File: src/rtl/sdram_arb_n.sv
// N-channel arbiter in front of a single SDRAM command port: ch0 priority with a starvation
// bound, round-robin among the rest, staged write bursts and in-order routing of read beats.
module sdram_arb_n #(
    parameter int NCH        = 3,
    parameter int AW         = 23,
    parameter int DW         = 32,
    parameter int LW         = 4,
    parameter int RTAG_DEPTH = 4,
    parameter int HP_MAX     = 4
) (
    input  logic                  sdramclk_i,
    input  logic                  rst_sdramclk_i,
    input  logic [NCH-1:0]        cmd_i,
    input  logic [NCH-1:0]        cmd_en_i,
    input  logic [NCH*AW-1:0]     addr_i,
    input  logic [NCH*LW-1:0]     len_i,
    input  logic [NCH*DW-1:0]     wdata_i,
    input  logic [NCH*DW/8-1:0]   mask_i,
    output logic [NCH-1:0]        cmd_ready_o,
    output logic [DW-1:0]         rdata_o,
    output logic [NCH-1:0]        rvalid_o,
    output logic                  sdram_cmd_o,
    output logic                  sdram_cmd_en_o,
    output logic [AW-1:0]         sdram_addr_o,
    output logic [LW-1:0]         sdram_cmd_len_o,
    input  logic                  sdram_ack_i,
    output logic [DW-1:0]         sdram_wdata_o,
    output logic [DW/8-1:0]       sdram_mask_o,
    input  logic [DW-1:0]         sdram_rdata_i,
    input  logic                  sdram_rvalid_i
);
    localparam int MW     = DW / 8;
    localparam int CW     = (NCH > 1) ? $clog2(NCH) : 1;
    localparam int TW     = (RTAG_DEPTH > 1) ? $clog2(RTAG_DEPTH) : 1;
    localparam int SW     = (HP_MAX > 0) ? $clog2(HP_MAX + 1) : 1;
    localparam int WDEPTH = 1 << LW;

    typedef enum logic [2:0] {IDLE, RD_REQ, RD_DONE, WR_FILL, WR_WAIT} state_t;

    state_t          state_q, state_d;
    logic [CW-1:0]   ch_q;
    logic [CW-1:0]   rrPtr_q, rrPtr_d;
    logic [SW-1:0]   starveCnt_q, starveCnt_d;
    logic [LW-1:0]   wpt_q, rpt_q;
    logic            draining_q, acked_q;

    logic [NCH-1:0]  elig;
    logic            otherElig, pick0, rrFound, grant, ackNow;
    logic [CW-1:0]   rrWin, winner;
    int              idx;

    logic [DW+MW-1:0] wfifo [WDEPTH];

    logic [CW-1:0]   tagCh  [RTAG_DEPTH];
    logic [LW-1:0]   tagLen [RTAG_DEPTH];
    logic [TW-1:0]   tagWr_q, tagRd_q;
    logic [TW:0]     tagCnt_q;
    logic [LW-1:0]   beatCnt_q;
    logic            tagFull, tagEmpty, tagPush, tagPop;

    assign tagFull  = (tagCnt_q == (TW+1)'(RTAG_DEPTH));
    assign tagEmpty = (tagCnt_q == '0);
    assign tagPush  = ackNow && (state_q == RD_REQ);
    assign tagPop   = sdram_rvalid_i && !tagEmpty && (beatCnt_q == tagLen[tagRd_q]);

    assign {sdram_wdata_o, sdram_mask_o} = wfifo[rpt_q];

    always_comb begin
        elig = '0;
        for (int i = 0; i < NCH; i++)
            elig[i] = cmd_en_i[i] && (cmd_i[i] || !tagFull);
        otherElig = |elig[NCH-1:1];

        // Round-robin search begins just past the last non-ch0 winner, wrapping within 1..NCH-1.
        rrFound = 1'b0;
        rrWin   = '0;
        idx     = 0;
        for (int k = 1; k < NCH; k++) begin
            idx = ((int'(rrPtr_q) - 1 + k) % (NCH - 1)) + 1;
            if (!rrFound && elig[idx]) begin
                rrFound = 1'b1;
                rrWin   = CW'(idx);
            end
        end

        pick0  = elig[0] && !((HP_MAX != 0) && (starveCnt_q == SW'(HP_MAX)) && otherElig);
        grant  = (state_q == IDLE) && !draining_q && (pick0 || rrFound);
        winner = pick0 ? '0 : rrWin;

        sdram_cmd_en_o = (state_q == RD_REQ) || (state_q == WR_WAIT) ||
                         ((state_q == WR_FILL) && (wpt_q != '0) && !acked_q);
        ackNow = sdram_ack_i && sdram_cmd_en_o;

        cmd_ready_o = '0;
        if ((state_q == RD_DONE) || ((state_q == WR_FILL) && (wpt_q == '0)))
            cmd_ready_o[ch_q] = 1'b1;

        starveCnt_d = starveCnt_q;
        rrPtr_d     = rrPtr_q;
        if (grant) begin
            if (pick0) begin
                if (!otherElig)
                    starveCnt_d = '0;
                else if (starveCnt_q != SW'(HP_MAX))
                    starveCnt_d = starveCnt_q + 1'b1;
            end else begin
                starveCnt_d = '0;
                rrPtr_d     = rrWin;
            end
        end

        state_d = state_q;
        case (state_q)
            IDLE:    if (grant) state_d = cmd_i[winner] ? WR_FILL : RD_REQ;
            RD_REQ:  if (ackNow) state_d = RD_DONE;
            RD_DONE: state_d = IDLE;
            WR_FILL: if (wpt_q == sdram_cmd_len_o) state_d = (acked_q || ackNow) ? IDLE : WR_WAIT;
            WR_WAIT: if (ackNow) state_d = IDLE;
            default: state_d = IDLE;
        endcase
    end

    always_ff @(posedge sdramclk_i) begin
        if (rst_sdramclk_i) begin
            state_q         <= IDLE;
            ch_q            <= '0;
            rrPtr_q         <= CW'(NCH - 1);
            starveCnt_q     <= '0;
            sdram_cmd_o     <= 1'b0;
            sdram_addr_o    <= '0;
            sdram_cmd_len_o <= '0;
            wpt_q           <= '0;
            rpt_q           <= '0;
            draining_q      <= 1'b0;
            acked_q         <= 1'b0;
        end else begin
            state_q     <= state_d;
            rrPtr_q     <= rrPtr_d;
            starveCnt_q <= starveCnt_d;
            if (grant) begin
                ch_q            <= winner;
                sdram_cmd_o     <= cmd_i[winner];
                sdram_addr_o    <= addr_i[int'(winner)*AW +: AW];
                sdram_cmd_len_o <= len_i[int'(winner)*LW +: LW];
            end
            if (state_q == WR_FILL) begin
                wpt_q <= (wpt_q == sdram_cmd_len_o) ? '0 : wpt_q + 1'b1;
                if (wpt_q == sdram_cmd_len_o)
                    acked_q <= 1'b0;
                else if (ackNow)
                    acked_q <= 1'b1;
            end
            // Drain pointer sits at beat 0 during the ack cycle, then walks one beat per cycle.
            if (ackNow && sdram_cmd_o) begin
                if (sdram_cmd_len_o != '0) begin
                    draining_q <= 1'b1;
                    rpt_q      <= LW'(1);
                end
            end else if (draining_q) begin
                if (rpt_q == sdram_cmd_len_o) begin
                    draining_q <= 1'b0;
                    rpt_q      <= '0;
                end else begin
                    rpt_q <= rpt_q + 1'b1;
                end
            end
        end
    end

    always_ff @(posedge sdramclk_i) begin
        if (state_q == WR_FILL)
            wfifo[wpt_q] <= {wdata_i[int'(ch_q)*DW +: DW], mask_i[int'(ch_q)*MW +: MW]};
        if (tagPush) begin
            tagCh[tagWr_q]  <= ch_q;
            tagLen[tagWr_q] <= sdram_cmd_len_o;
        end
    end

    always_ff @(posedge sdramclk_i) begin
        if (rst_sdramclk_i) begin
            tagWr_q   <= '0;
            tagRd_q   <= '0;
            tagCnt_q  <= '0;
            beatCnt_q <= '0;
            rvalid_o  <= '0;
            rdata_o   <= '0;
        end else begin
            if (tagPush) tagWr_q <= tagWr_q + 1'b1;
            if (tagPop)  tagRd_q <= tagRd_q + 1'b1;
            if (tagPush && !tagPop)
                tagCnt_q <= tagCnt_q + 1'b1;
            else if (!tagPush && tagPop)
                tagCnt_q <= tagCnt_q - 1'b1;
            rvalid_o <= '0;
            if (sdram_rvalid_i) begin
                rdata_o <= sdram_rdata_i;
                if (!tagEmpty) begin
                    rvalid_o[tagCh[tagRd_q]] <= 1'b1;
                    beatCnt_q <= tagPop ? '0 : beatCnt_q + 1'b1;
                end
            end
        end
    end
endmodule

File: config.mk
export PLATFORM = sky130hd
export DESIGN_NAME = sdram_arb_n
export DESIGN_NICKNAME = d
export VERILOG_FILES = /design/src/rtl/sdram_arb_n.sv
export SDC_FILE = /design/constraint.sdc
export NUM_CORES = 1
export LEC_CHECK = 0
export BUFFER_PORTS_ARGS = -buffer_cell sky130_fd_sc_hd__buf_2
export CORE_AREA = 8 8 230 232
export DETAILED_ROUTE_END_ITERATION = 8
export DIE_AREA = 0 0 238 240
export HOLD_SLACK_MARGIN = 0.05
export PLACE_DENSITY = 0.87
export SLEW_MARGIN = 20
export SYNTH_ARGS = -nofsm -noshare
export SYNTH_HDL_FRONTEND = slang
export SYNTH_SLANG_ARGS = --single-unit
File: constraint.sdc
create_clock -name sdramclk_i -period 4.6 [get_ports sdramclk_i]
set_input_delay 0.69 -clock sdramclk_i [delete_from_list [all_inputs] [get_ports sdramclk_i]]
set_output_delay 0.69 -clock sdramclk_i [all_outputs]
set_load 0.02 [all_outputs]
Word-level counts from Yosys, hierarchy flattened
Memory sizes are Yosys's and may differ from the RTL's. A register that Yosys moved wholly into a read port is not among the register bits. Cells that the tools add are included.

RAM bits: 600. Output and inout port bits: 103. Register bits: 94. Memories kept: 3. Input bits: 231. Word-level logic and storage cells: 170.

Memory list: wfifo (depth 16, bits a word 36, rd ports 1, clocked after Yosys merged registers in 1, wr ports 1, line 52) `logic [DW+MW-1:0] wfifo [WDEPTH];`; tagLen (depth 4, bits a word 4, rd ports 1, clocked after Yosys merged registers in 1, wr ports 1, line 55) `logic [LW-1:0] tagLen [RTAG_DEPTH];`; tagCh (depth 4, bits a word 2, rd ports 1, clocked after Yosys merged registers in 1, wr ports 1, line 54) `logic [CW-1:0] tagCh [RTAG_DEPTH];`.

Add/sub/neg operators: 13. Shift operators: 4. Reductions and logical operators: 52. Bitwise gates (word level): 5. Multiplexer cells: 52. $mul: 1. Order comparisons: 7. Equality and inequality tests: 16.

Operator list (count): $shiftx A96 B8 Y32 (1); $shiftx A69 B8 Y23 (1); $mux W3 (11); $mux W4 (8); $shiftx A12 B5 Y4 (2); $logic_and A1 B1 Y1 (20); $mux W1 (19); $mux W2 (8); $add A4 B1 Y4 const B (3); $eq A4 B4 Y1 (3); $pmux W3 S4 (1); $reduce_and A2 Y1 (5); $eq A3 B3 Y1 const B (3); $lt A2 B3 Y1 const B (3); $logic_not A1 Y1 (8); $logic_or A1 B1 Y1 (8); $lt A3 B4 Y1 const B (2); $reduce_bool A4 Y1 (2); $mul A2 B5 Y7 const B (1); $add A2 B2 Y3 const B (2); $add A3 B1 Y3 const B (2); $bmux W1 S2 (3); $eq A3 B2 Y1 const B (2); $logic_not A3 Y1 (2); 19 further kinds (30).

Longest topological paths before layout
Depth after elaboration: 17. Gate-level depth with buffers: 12. Mapped depth without buffers: 11.

Worst setup path before layout
Ideal clock, no wire load.

Path kind: register -> register. Start point: reg state_q[0]. End point: mem wfifo[3][0] (netlist bit) (enable). Period minus slack after synthesis: 4.061 ns. Path buffers: 2. Stages on the path, launching flop included: 7. Slack: 0.539 ns. Setup time: 0.474 ns. Data required time: 4.126 ns. Arrival: 3.587 ns. Path through: dfxtp_1 -> buf_4 -> nor2b_1 -> and2_1 -> clkbuf_1 -> nand2_1 -> nor3_1.

Cells in the longest elaborated chain, start to end: 3.

Ends and longest elaborated chain: start, declared (line 40) `state_t state_q, state_d;`; start signal, assigned (line 137) `state_q <= state_d;`; $eq A3 B2 Y1 (line 171) `if (state_q == WR_FILL)`; $mux W1 (line 171); $mux W1 (implied by the code) (line 172) `wfifo[wpt_q] <= {wdata_i[int'(ch_q)*DW +: DW], mask_i[int'(ch_q)*MW +: MW]};`; end, declared (line 52).

Every way passes these cells.

==> impl_metrics.tcl <==
set metrics [dict create \
    hold_violations 0 \
    ys_types 68 \
    avgSynthCellArea_um2 18.90 \
    crit_path_max_incr_delay_ns 0.98 \
    grt_overflow 0 \
    period_needed_ns 3.755 \
    vias 16340 \
    path_common_cell "mux4_2" \
    rsz0062_at_grt "false" \
    vias_per_cell 6.285 \
    synth_flop_cell "edfxtp_1" \
    syn_nets 1739 \
    first_pass_iters 5 \
    post-route-period-util_pct 81.63 \
    yosysSeqAreaShare_pct 70.84 \
    postRouteAntennaNets 0 \
    std_cell_rows 82 \
    syn_area_mm2 0.02823 \
    layout_commonest_cell "edfxtp_1" \
    setup_tns_ns 0 \
    wirelength_mm 74.80 \
    timing.fmax_ghz 0.2663 \
    grt_pass1_vias 17500 \
    clock-sinks 699 \
    cts_setup_buffers 0 \
    fin_util_pct 67.19 \
    fin_area_mm2 0.03323 \
    nets 2117 \
    hp-class "input pin to register" \
    htree_num_levels 3 \
    clk_path_buf_depth 3 \
    clk_pin_slew_ns 0.06 \
    crit_slowest_cell "dfxtp_4" \
    cts_hold_buf 0 \
    drive_above_1_share_pct 38.44 \
    crit_type "register to primary output" \
    cts_buffers 70 \
    placed_area_mm2 0.03098 \
    ctsResizeCount 0 \
    start_kind "register" \
    syn_to_final_growth_pct 17.70 \
    dp_hpwl_mm 43.53 \
    tightest_slew_ns 1.042 \
    grt_first_pass_wirelength_mm 109.5 \
    setup_viol 0 \
    arrival_ns 3.07 \
    synthCells 1494 \
    setup.worst_path.end_class "primary output" \
    cts_tree "yes" \
    crit_buf_inv 2 \
    clk_latency_ns 0.60 \
    antenna_found_initial 4 \
    ys.warnings.count 0 \
    synth_seq_cells 699 \
    cts-root-buf "clkbuf_16" \
    wl_per_cell_um 28.77 \
    gp_congestion 0.8252 \
    layout_common_cells "600 x edfxtp_1, 333 x buf_2, 184 x mux4_2" \
    ff2ff_setup_slack_ns 1.58 \
    relSlewSlack_pct 30.05 \
    ir_drop_mv 0.3158 \
    nFillCells 3090 \
    grt_max_degree 62 \
    fin_skew_ns 0.02284 \
    leakagePower_nw 11.13 \
    core_region_area_mm2 0.04945 \
    cp_top_family "flip-flops" \
    initialDrtViolationCount 1477 \
    slew_viol_final 0 \
    drcViolationCount 0 \
    die_area_mm2 0.05712 \
    io_pins 334 \
    drv_cap 0 \
    fin_cells 2600 \
    grt.total_usage_pct 26.10 \
    die_y_um 240 \
    path_cells "buf_4, mux4_2, mux4_2, buf_2" \
    outcome "finished, final reports clean" \
    start_util_pct 57.08 \
    synth_edf_count 600 \
    powerDensity_mw_per_mm2 464.8 \
    dp.cells 2472 \
    async_flop_share_pct 0 \
    required_ns 3.91 \
    crit_path_max_fanout 61 \
    die_w_um 238 \
    portBuffers 333 \
]
-- path summary, 6_finish.rpt --
check / start / endpoint / cells past startpoint
max: register / sdram_mask_o[1] / 4
min: sdram_rdata_i[8] / rdata_o[8]$_SDFFE_PP0P_ / 3
max reg2reg: register / tagCnt_q[2]$_SDFFE_PP0P_ / 11
min reg2reg: sdram_addr_o[21]$_SDFFE_PP0P_ / sdram_addr_o[21]$_SDFFE_PP0P_ / 1
-- worst min-delay path, cell delays in order --
cell     delay, ns
buf_2         0.08
mux2i_1       0.05
nor2_1        0.07
-- stage by stage --
step           hold WS (ns)  power (mW)  setup WS, ns
2_1_floorplan        0.4492       9.131        0.5388
3_3_place_gp         0.4413       9.829         1.528
3_5_place_dp         0.4414       9.952         1.493
4_1_cts              0.3028       15.51        0.8145
5_1_grt              0.3342       15.94        0.7422
6_report             0.3374       15.44        0.8448
-- Yosys cell counts (3+ instances only) --
library cell,number,area [um2]
nand3b_1,3,22.52
ha_1,13,162.7
and2_1,10,62.56
buf_6,7,78.83
dfxtp_1,99,1982
a21oi_1,17,85.08
clkbuf_1,46,172.7
nand3_1,6,30.03
edfxtp_1,600,18020
xnor2_1,10,87.58
o21ai_0,72,360.4
buf_1,10,37.54
o21ai_1,4,20.02
nor4_1,5,31.28
and3_1,5,31.28
buf_4,7,52.55
nor3b_1,4,30.03
a21boi_0,30,225.2
or3b_1,3,26.28
nand4_1,3,18.77
nor4b_1,3,26.28
nor3_1,8,40.04
mux4_2,184,4144
mux2i_1,74,740.7
o2bb2ai_1,27,236.5
xor2_1,10,87.58
inv_1,11,41.29
buf_2,22,110.1
a211oi_1,8,60.06
nor2_1,64,240.2
nor2b_1,4,25.02
nand2_1,56,210.2
a31oi_1,3,18.77
a211oi_2,20,250.2
-- power breakdown --
group / leakage [nW] / switching [mW] / internal (mW) / total, mW
Combinational: 3.82 / 1.39 / 0.841 / 2.23
Sequential: 6.22 / 0.221 / 7.39 / 7.61
Clock: 1.09 / 2.38 / 3.22 / 5.60
-- final cells by class --
| cell class | instances | area [um2] | area share, % |
|---|---|---|---|
| clock buffer | 89 | 1897 | 5.709 |
| timing repair buffer | 400 | 2232 | 6.718 |
| multi-input combinational | 690 | 7863 | 23.66 |
| clock inverter | 36 | 331.6 | 0.9979 |
| inverter | 11 | 41.29 | 0.1243 |
| tap | 672 | 840.8 | 2.530 |
| antenna | 3 | 7.507 | 0.02259 |
| sequential | 699 | 20010 | 60.23 |
-- kinds of logic after synthesis --
group	after synthesis	synth area share, %
AOI/OAI and AO/OA	204	5.301
xor gates and xnor gates	20	0.6205
adders and majority gates	14	0.6471
buffers and inverters	105	1.782
DFF	699	70.84
muxes	261	17.42
and+or+nand+nor	191	3.382
-- layer usage --
metal	routed length (um)	GRT usage (%)	vias up
li1	-	-	6835
met1	26360	30.64	8220
met2	38410	45.47	1080
met3	7043	6.590	207
met4	2977	11.39	0
met5	0	0	-
-- registers in the layout (all words and copies together), names as in the netlist, 4 cells and up, named ones only --
register         flops
rdata_o             32
beatCnt_q            4
wfifo              576
tagLen              16
rpt_q                4
sdram_cmd_len_o      4
tagCh                8
wpt_q                4
sdram_addr_o        23
No activity file was read; power rests on OpenSTA's default activity.
